File: src/rtl/ex_mdu_if.sv
// Execute-stage bus between the id/ex register, ex_mdu and the ex/mem register.
// master: id/ex side, drives operation, operands and destination.
// slave:  ex_mdu, returns destination, result and the stall request.
interface ex_mdu_if #(
    parameter int unsigned XLEN       = 32,
    parameter int unsigned REG_ADDR_W = 5,
    parameter int unsigned AOP_W      = 4
);
    logic                  flush_i;
    logic [AOP_W-1:0]      aluop_i;
    logic [XLEN-1:0]       reg1_i;
    logic [XLEN-1:0]       reg2_i;
    logic [REG_ADDR_W-1:0] wd_i;
    logic                  wreg_i;
    logic [REG_ADDR_W-1:0] wd_o;
    logic                  wreg_o;
    logic [XLEN-1:0]       wdata_o;
    logic                  stallreq_o;

    modport master (
        output flush_i, aluop_i, reg1_i, reg2_i, wd_i, wreg_i,
        input  wd_o, wreg_o, wdata_o, stallreq_o
    );

    modport slave (
        input  flush_i, aluop_i, reg1_i, reg2_i, wd_i, wreg_i,
        output wd_o, wreg_o, wdata_o, stallreq_o
    );
endinterface

File: src/rtl/ex_mdu.sv
// Execute stage: single-cycle ALU plus iterative unsigned multiply/divide.
// Ports: clk, rst (sync, active-high), bus (ex_mdu_if.slave):
//   in : flush_i, aluop_i, reg1_i, reg2_i, wd_i, wreg_i
//   out: wd_o, wreg_o, wdata_o, stallreq_o (all combinational)
module ex_mdu #(
    parameter int unsigned XLEN       = 32,
    parameter int unsigned REG_ADDR_W = 5,
    parameter int unsigned AOP_W      = 4
) (
    input  logic      clk,
    input  logic      rst,
    ex_mdu_if.slave   bus
);
    localparam int unsigned SH_W  = $clog2(XLEN);
    localparam int unsigned CNT_W = $clog2(XLEN) + 1;

    localparam logic [AOP_W-1:0] OP_OR    = AOP_W'(1);
    localparam logic [AOP_W-1:0] OP_AND   = AOP_W'(2);
    localparam logic [AOP_W-1:0] OP_XOR   = AOP_W'(3);
    localparam logic [AOP_W-1:0] OP_ADD   = AOP_W'(4);
    localparam logic [AOP_W-1:0] OP_SUB   = AOP_W'(5);
    localparam logic [AOP_W-1:0] OP_SLL   = AOP_W'(6);
    localparam logic [AOP_W-1:0] OP_SRL   = AOP_W'(7);
    localparam logic [AOP_W-1:0] OP_SRA   = AOP_W'(8);
    localparam logic [AOP_W-1:0] OP_SLT   = AOP_W'(9);
    localparam logic [AOP_W-1:0] OP_SLTU  = AOP_W'(10);
    localparam logic [AOP_W-1:0] OP_MUL   = AOP_W'(11);
    localparam logic [AOP_W-1:0] OP_MULHU = AOP_W'(12);
    localparam logic [AOP_W-1:0] OP_DIVU  = AOP_W'(13);
    localparam logic [AOP_W-1:0] OP_REMU  = AOP_W'(14);

    localparam logic [1:0] S_IDLE = 2'd0;
    localparam logic [1:0] S_BUSY = 2'd1;
    localparam logic [1:0] S_DONE = 2'd2;

    logic [1:0]       state_q, state_d;
    logic [CNT_W-1:0] cnt_q, cnt_d;
    logic [XLEN-1:0]  acc_q, acc_d;    // product high half / partial remainder
    logic [XLEN-1:0]  lo_q, lo_d;      // multiplier->product low / dividend->quotient
    logic [XLEN-1:0]  opnd_q, opnd_d;  // multiplicand / divisor
    logic             mul_q, mul_d;
    logic             hi_q, hi_d;      // result comes from acc (MULHU, REMU)

    logic [SH_W-1:0]  shamt_c;
    logic [XLEN-1:0]  alu_c;
    logic             is_mul_c, is_div_c, start_c;
    logic [XLEN:0]    madd_c, rsh_c, rsub_c;
    logic [XLEN-1:0]  wdata_c;
    logic             stall_c;

    assign shamt_c  = bus.reg2_i[SH_W-1:0];
    assign is_mul_c = (bus.aluop_i == OP_MUL) || (bus.aluop_i == OP_MULHU);
    assign is_div_c = (bus.aluop_i == OP_DIVU) || (bus.aluop_i == OP_REMU);
    // Divide by zero resolves in a single cycle, never starts the iteration.
    assign start_c  = is_mul_c || (is_div_c && (bus.reg2_i != '0));

    // Single-cycle result; DIVU/REMU values only reach the output for a zero divisor.
    always_comb begin
        alu_c = '0;
        case (bus.aluop_i)
            OP_OR:   alu_c = bus.reg1_i | bus.reg2_i;
            OP_AND:  alu_c = bus.reg1_i & bus.reg2_i;
            OP_XOR:  alu_c = bus.reg1_i ^ bus.reg2_i;
            OP_ADD:  alu_c = bus.reg1_i + bus.reg2_i;
            OP_SUB:  alu_c = bus.reg1_i - bus.reg2_i;
            OP_SLL:  alu_c = bus.reg1_i << shamt_c;
            OP_SRL:  alu_c = bus.reg1_i >> shamt_c;
            OP_SRA:  alu_c = XLEN'($signed(bus.reg1_i) >>> shamt_c);
            OP_SLT:  alu_c = {{(XLEN-1){1'b0}}, $signed(bus.reg1_i) < $signed(bus.reg2_i)};
            OP_SLTU: alu_c = {{(XLEN-1){1'b0}}, bus.reg1_i < bus.reg2_i};
            OP_DIVU: alu_c = '1;
            OP_REMU: alu_c = bus.reg1_i;
            default: alu_c = '0;
        endcase
    end

    // One shift-add multiply step and one restoring divide step.
    always_comb begin
        madd_c = {1'b0, acc_q} + (lo_q[0] ? {1'b0, opnd_q} : {(XLEN+1){1'b0}});
        rsh_c  = {acc_q, lo_q[XLEN-1]};
        rsub_c = rsh_c - {1'b0, opnd_q};
    end

    // Next-state and output logic.
    always_comb begin
        state_d = state_q;
        cnt_d   = cnt_q;
        acc_d   = acc_q;
        lo_d    = lo_q;
        opnd_d  = opnd_q;
        mul_d   = mul_q;
        hi_d    = hi_q;
        stall_c = 1'b0;
        wdata_c = alu_c;
        case (state_q)
            S_IDLE: begin
                if (start_c) begin
                    stall_c = 1'b1;
                    wdata_c = '0;
                    state_d = S_BUSY;
                    cnt_d   = '0;
                    acc_d   = '0;
                    lo_d    = is_mul_c ? bus.reg2_i : bus.reg1_i;
                    opnd_d  = is_mul_c ? bus.reg1_i : bus.reg2_i;
                    mul_d   = is_mul_c;
                    hi_d    = (bus.aluop_i == OP_MULHU) || (bus.aluop_i == OP_REMU);
                end
            end
            S_BUSY: begin
                stall_c = 1'b1;
                wdata_c = '0;
                cnt_d   = cnt_q + CNT_W'(1);
                if (mul_q) begin
                    acc_d = madd_c[XLEN:1];
                    lo_d  = {madd_c[0], lo_q[XLEN-1:1]};
                end else if (!rsub_c[XLEN]) begin
                    acc_d = rsub_c[XLEN-1:0];
                    lo_d  = {lo_q[XLEN-2:0], 1'b1};
                end else begin
                    acc_d = rsh_c[XLEN-1:0];
                    lo_d  = {lo_q[XLEN-2:0], 1'b0};
                end
                if (cnt_q == CNT_W'(XLEN-1)) begin
                    state_d = S_DONE;
                end
            end
            S_DONE: begin
                wdata_c = hi_q ? acc_q : lo_q;
                state_d = S_IDLE;
            end
            default: begin
                state_d = S_IDLE;
            end
        endcase
        // Flush squashes the current instruction and abandons any iteration.
        if (bus.flush_i) begin
            state_d = S_IDLE;
            stall_c = 1'b0;
            wdata_c = '0;
        end
    end

    always_ff @(posedge clk) begin
        if (rst) begin
            state_q <= S_IDLE;
            cnt_q   <= '0;
            acc_q   <= '0;
            lo_q    <= '0;
            opnd_q  <= '0;
            mul_q   <= 1'b0;
            hi_q    <= 1'b0;
        end else begin
            state_q <= state_d;
            cnt_q   <= cnt_d;
            acc_q   <= acc_d;
            lo_q    <= lo_d;
            opnd_q  <= opnd_d;
            mul_q   <= mul_d;
            hi_q    <= hi_d;
        end
    end

    // Reset forces every output low, even mid-operation.
    assign bus.wd_o       = rst ? REG_ADDR_W'(0) : bus.wd_i;
    assign bus.wreg_o     = bus.wreg_i & ~bus.flush_i & ~rst;
    assign bus.wdata_o    = rst ? '0 : wdata_c;
    assign bus.stallreq_o = stall_c & ~rst;
endmodule

File: src/flat_wrapper.sv
// flat-port wrapper written by rule: the top's interface ports become plain ports
module ex_mdu_flat 
#(
    parameter int unsigned XLEN       = 32,
    parameter int unsigned REG_ADDR_W = 5,
    parameter int unsigned AOP_W      = 4
)
  (clk, rst, bus_flush_i, bus_aluop_i, bus_reg1_i, bus_reg2_i, bus_wd_i, bus_wreg_i, bus_wd_o, bus_wreg_o, bus_wdata_o, bus_stallreq_o);
  ex_mdu_if #(.XLEN(XLEN), .REG_ADDR_W(REG_ADDR_W), .AOP_W(AOP_W)) bus_i ();
  input  logic clk;
  input  logic rst;
  input wire logic [$bits(bus_i.flush_i)-1:0] bus_flush_i;
  input wire logic [$bits(bus_i.aluop_i)-1:0] bus_aluop_i;
  input wire logic [$bits(bus_i.reg1_i)-1:0] bus_reg1_i;
  input wire logic [$bits(bus_i.reg2_i)-1:0] bus_reg2_i;
  input wire logic [$bits(bus_i.wd_i)-1:0] bus_wd_i;
  input wire logic [$bits(bus_i.wreg_i)-1:0] bus_wreg_i;
  output wire logic [$bits(bus_i.wd_o)-1:0] bus_wd_o;
  output wire logic [$bits(bus_i.wreg_o)-1:0] bus_wreg_o;
  output wire logic [$bits(bus_i.wdata_o)-1:0] bus_wdata_o;
  output wire logic [$bits(bus_i.stallreq_o)-1:0] bus_stallreq_o;
  assign bus_i.flush_i = bus_flush_i;
  assign bus_i.aluop_i = bus_aluop_i;
  assign bus_i.reg1_i = bus_reg1_i;
  assign bus_i.reg2_i = bus_reg2_i;
  assign bus_i.wd_i = bus_wd_i;
  assign bus_i.wreg_i = bus_wreg_i;
  assign bus_wd_o = bus_i.wd_o;
  assign bus_wreg_o = bus_i.wreg_o;
  assign bus_wdata_o = bus_i.wdata_o;
  assign bus_stallreq_o = bus_i.stallreq_o;
  ex_mdu #(.XLEN(XLEN), .REG_ADDR_W(REG_ADDR_W), .AOP_W(AOP_W)) u_core (.clk(clk), .rst(rst), .bus(bus_i));
endmodule
File: config.mk
export PLATFORM = sky130hd
export DESIGN_NAME = ex_mdu_flat
export DESIGN_NICKNAME = d
export VERILOG_FILES = /design/src/rtl/ex_mdu_if.sv /design/src/rtl/ex_mdu.sv /design/src/flat_wrapper.sv
export SDC_FILE = /design/constraint.sdc
export NUM_CORES = 1
export LEC_CHECK = 0
export BUFFER_PORTS_ARGS = -buffer_cell sky130_fd_sc_hd__buf_2
export CAP_MARGIN = 0
export CORE_MARGIN = 5
export CORE_UTILIZATION = 57
export DETAILED_ROUTE_END_ITERATION = 16
export PLACE_DENSITY = 0.79
export SLEW_MARGIN = 20
export SYNTH_ARGS = -nofsm -noshare
export SYNTH_HDL_FRONTEND = slang
export SYNTH_SLANG_ARGS = --single-unit
File: constraint.sdc
create_clock -name clk -period 3.6 [get_ports clk]
set_input_delay 0.18 -clock clk [delete_from_list [all_inputs] [get_ports clk]]
set_output_delay 0.18 -clock clk [all_outputs]
set_load 0.1 [all_outputs]
After elaboration in Yosys (flattened, before gate mapping)

Cells that the tools add are included.

Register bits: 106
Input bits: 77
Output and inout bits: 39
Word-level logic and storage cells: 82

Add/sub/neg operators: 5
$lt $le $gt $ge: 2
Eq/ne operators: 19
Shift operators: 3
Mux-type cells: 26
Bitwise logic cells: 8
Reduce and logical (&&, ||, !) cells: 12

Operator list:

| cell                                                                  | number |
|---|---|
| 32-bit 2-to-1 mux                                                     | 12 |
| 32-bit case mux with 12 select lines                                  | 1 |
| 32-bit case mux with 2 select lines                                   | 2 |
| 32-bit case mux with 3 select lines                                   | 1 |
| 32-bit less-than comparator                                           | 2 |
| 32-bit by 33-bit adder with 33-bit output                             | 1 |
| 33-bit by 32-bit subtractor with 33-bit output                        | 1 |
| 32-bit adder                                                          | 1 |
| 32-bit bitwise AND                                                    | 1 |
| 32-bit bitwise OR                                                     | 1 |
| 32-bit nonzero test                                                   | 1 |
| 32-bit by 5-bit left shift with 32-bit output                         | 1 |
| 32-bit by 5-bit right shift with 32-bit output                        | 1 |
| 32-bit by 5-bit >>> shifter with 32-bit output                        | 1 |
| 32-bit subtractor                                                     | 1 |
| 32-bit XOR                                                            | 1 |
| 4-bit equality test, second input constant                            | 7 |
| 4-bit by 3-bit equality test with 1-bit output, second input constant | 4 |
| 6-bit case mux with 2 select lines                                    | 1 |
| 4-bit by 2-bit equality test with 1-bit output, second input constant | 2 |
| 6-bit by 1-bit adder with 6-bit output, second input constant         | 1 |
| 6-bit by 5-bit equality test with 1-bit output, second input constant | 1 |
| 6-bit 2-to-1 mux                                                      | 1 |
| 2-bit AND reduction                                                   | 3 |
| 16 further kinds                                                      | 26 |

Longest topological paths before layout

Depth in word-level cells: 8
Mapped depth: 16
Gate-level depth less buffers: 14

Worst setup path after synthesis

OpenSTA, ideal clock, no wires.

Kind: input -> output
From: input bus_reg2_i[2]
To: output bus_wdata_o[18]
Data arrival time: 5.460 ns
Data required time: 3.420 ns
Slack: -2.040 ns
Stages on the path: 16
Path buffers: 4
Cells stage by stage: clkinv_1 > buf_1 > clkbuf_1 > clkbuf_1 > ha_1 > buf_4 > a211oi_2 > o21ai_1 > a31oi_1 > o21ai_1 > a311oi_2 > o21ai_0 > o21ai_1 > xnor2_1 > a221oi_1 > a211oi_1

Word-level cells in the longest chain between the ends: 7
Elaborated cells on any way between the ends: 13
Those cells by class: add/sub (2); shift (3); mux (5); reduce/logical (3)

RTL lines:

| what                                                      | RTL line           | text |
|---|---|---|
| start, declared                                           | flat_wrapper.sv:15 | `input wire logic [$bits(bus_i.reg2_i)-1:0] bus_reg2_i;` |
| branches (longest 4 deep; another with 32-bit subtractor) | --                 |  |
| 32-bit case mux with 3 select lines (*)                   | ex_mdu.sv:95       | `case (state_q)` |
| 32-bit 2-to-1 mux (*)                                     | ex_mdu.sv:136      | `if (bus.flush_i) begin` |
| 32-bit 2-to-1 mux (*)                                     | ex_mdu.sv:166      | `assign bus.wdata_o = rst ? '0 : wdata_c;` |
| end, declared                                             | flat_wrapper.sv:20 | `output wire logic [$bits(bus_i.wdata_o)-1:0] bus_wdata_o;` |

Every way passes the cells marked *.

Worst setup path after layout

From: input bus_reg2_i[1]
To: output bus_wdata_o[31]

The elaborated chain is that of the path after synthesis.

==> results.yml <==
yosys:
  synth_top_family_by_area: "compound AO/OA/AOI/OAI gates"
  synthMuxAreaShare: 0.119
  ys_ff_latch: 106
  ys_top_cells_by_area: "ha_1 (12%), dfxtp_1 (11%), nor2_1 (7.7%)"
  synth_compound_area_frac: 0.334
  synth-edff-count: 0
  ys_warn_count: 0
  synth_cell_types: 92
  syn-instance-count: 2663
  yosys.area.top_type: "ha_1"
  synth_adder_area_share: 0.122
  syn_area_um2: 18500
  synthXorXnorAreaFrac: 0.0355
  synth_top_area_share: 0.118
  synth-seq-area-share: 0.115
  synth-simple-area-share: 0.201
  syn_nets: 2918
  syn_avg_cell_area_um2: 6.96
  async_reset_ff_frac: 0
  synth_flop_cell: "dfxtp_1"
placed_design:
  hpwl_um: 65700
  gp_congestion: 1.14
  place_area_um2: 21200
  port_buffers: 115
sta:
  fmax_ghz: 0.279
  tightest_slew_ns: 0.979
  timing.final.crit_share: 0.996
  relSlewSlack: 0.345
  setup_viol: 0
  report.final.slew_viol_count: 0
  clock_skew_ns: 0.0103
  rsz0062_at_grt: "true"
  finalCriticalPeriod_ns: 3.59
  hold_viol_final: 0
  fin_setup_tns_ns: 0
detailed_routing:
  drt-initial-drc-count: 3232
  viasPerCell: 7.03
  first_pass_iters: 7
  wl_per_cell_um: 26.0
  antenna_left: 0
  route.detailed.drc: 0
  vias: 22820
  routed_wl_um: 84500
job:
  drv_cap: 0
floorplan:
  pin_count: 116
  fp.dieH_um: 190
  initial_core_util: 0.574
  die_w_um: 190
  dieArea_um2: 36200
  core_um2: 32300
  std_cell_rows: 66
layout:
  final_util: 0.676
  final_cell_mix: "nor2_1 (374), a21oi_1 (278), nand2_1 (196), buf_4 (196)"
  layout_commonest_cell: "nor2_1"
  fin_area_um2: 21800
  area_growth_pct: 17.9
  nets: 3054
  drive_gt1_frac: 0.177
global_route:
  antenna_found_initial: 1
  grt_util_all_layers: 0.441
  grt_pass1_wl_um: 125000
  grt_max_degree: 78
  grt_pass1_vias: 20777
  overflow: 0
setup_path:
  crit_buf_inv: 4
  slowest_stage: "a211oi_1"
  cp_common_cell: "o21ai_0"
  critPathArrivalTime_ns: 3.41
  crit_path_start_kind: "input pin"
  slowest_delay_ns: 0.39
  crit_chain: "buf_2 > buf_4 > inv_2 > ha_1 > nor2_1 > o311a_1 > o21ai_4 > a31oi_4 > a31oi_2 > o21ai_0 > a211oi_1 > o21ai_0 > mux2i_1 > a41oi_4 > buf_12"
  worstSetupPathType: "in2out"
  crit_family: "compound AO/OA/AOI/OAI gates"
  cp_max_fo: 4
  required_ns: 3.42
  critPathCaptureType: "output port"
clocking:
  numCtsBuffers: 9
  cts_root_buffer: "clkbuf_16"
  clk_latency_ns: 0.36
  cts_tree: "built"
  cts.path.max_buffers: 2
  cts-htree-levels: 3
  clk_pin_slew_worst_paths_ns: 0.08
  clock-sinks: 106
pwr:
  ir_drop_v: 0.000206
  cellLeakagePower_nw: 8.95
  p_per_area_nw_per_um2: 245
min_path:
  hold_class: "in2reg"
status:
  outcome: "finished clean"
## worst paths after layout
kind,start,endpoint,slack (ns),cells past startpoint
min,rst,u_core.opnd_q[28]$_SDFFE_PP0P_,0.28,3
max reg2reg,u_core.lo_q[0]$_SDFFE_PP0P_,u_core.acc_q[29]$_SDFFE_PP0P_,0.08,14
max,bus_reg2_i[1],bus_wdata_o[31],0.01,15
min reg2reg,u_core.cnt_q[5]$_SDFFE_PP0P_,u_core.cnt_q[5]$_SDFFE_PP0P_,0.49,1
## state kept, by name (all words and copies together), names as in the netlist
register / flops
u_core.acc_q: 32
u_core.state_q: 2
u_core.lo_q: 32
u_core.cnt_q: 6
u_core.mul_q: 1
u_core.hi_q: 1
u_core.opnd_q: 32
## metrics by stage
step                worst slack [ns]  hold WS (ns)  cells  total power [mW]
CTS                          0.00292         0.268   3238              5.15
detailed placement            -0.137         0.459   3223              4.20
global placement              -0.218         0.464   3223              4.16
finish                        0.0140         0.281   3247              5.34
global route                 -0.0218         0.321   3246              5.55
floorplan                    -0.0326         0.402   2663              3.21
## cells in the mapped netlist (all sizes together), types with 57 or more instances
library cell and count:
a211oi 124, a21oi 285, buf 57, clkbuf 138
dfxtp 106, ha 174, inv 143, mux2i 137
nand2 198, nor2 380, o21ai 192, xnor2 60
## per-layer routing
metal / share of wire / GRT usage
met5: 0 / 0
met4: 0.078 / 0.252
met3: 0.14 / 0.117
met2: 0.41 / 0.653
met1: 0.37 / 0.579
## cells by family (layout without fill, tap and decap cells)
| kind of cell | count (synthesis) | in the layout |
|---|---|---|
| AOI/OAI and AO/OA | 950 | 950 |
| and+or+nand+nor | 835 | 835 |
| buffers and inverters | 339 | 479 |
| muxes | 180 | 180 |
| adders and majority gates | 178 | 178 |
| DFF | 106 | 106 |
| xor gates and xnor gates | 75 | 75 |
| other | 0 | 2 |
## tightest hold or removal path: cells and delay by family
kind | cells | cell delay, ns
compound gates | 1 | 0.07
buf+inv | 2 | 0.35
## power breakdown
group	switching, mW	internal, mW
logic	1.94	1.14
clock network	0.470	0.474
registers	0.0818	1.24
total	2.49	2.85
## final cells by class
class	count	area [um2]
fillers	2775	10500
flip-flops and latches	106	2130
multi-input cells	2218	15600
well taps	442	553
clock buffers	9	225
clock inverters	6	47.5
repair buffers	320	2710
diodes	2	5.00
inverters	144	546
## repair_timing
item,CTS,global route
gates cloned,0,1
setup endpoints to repair,10,32
pin swaps,1,25
hold buffers,0,0
gates resized for setup,13,57
setup buffers,0,6
No activity file was read; power rests on OpenSTA's default activity.
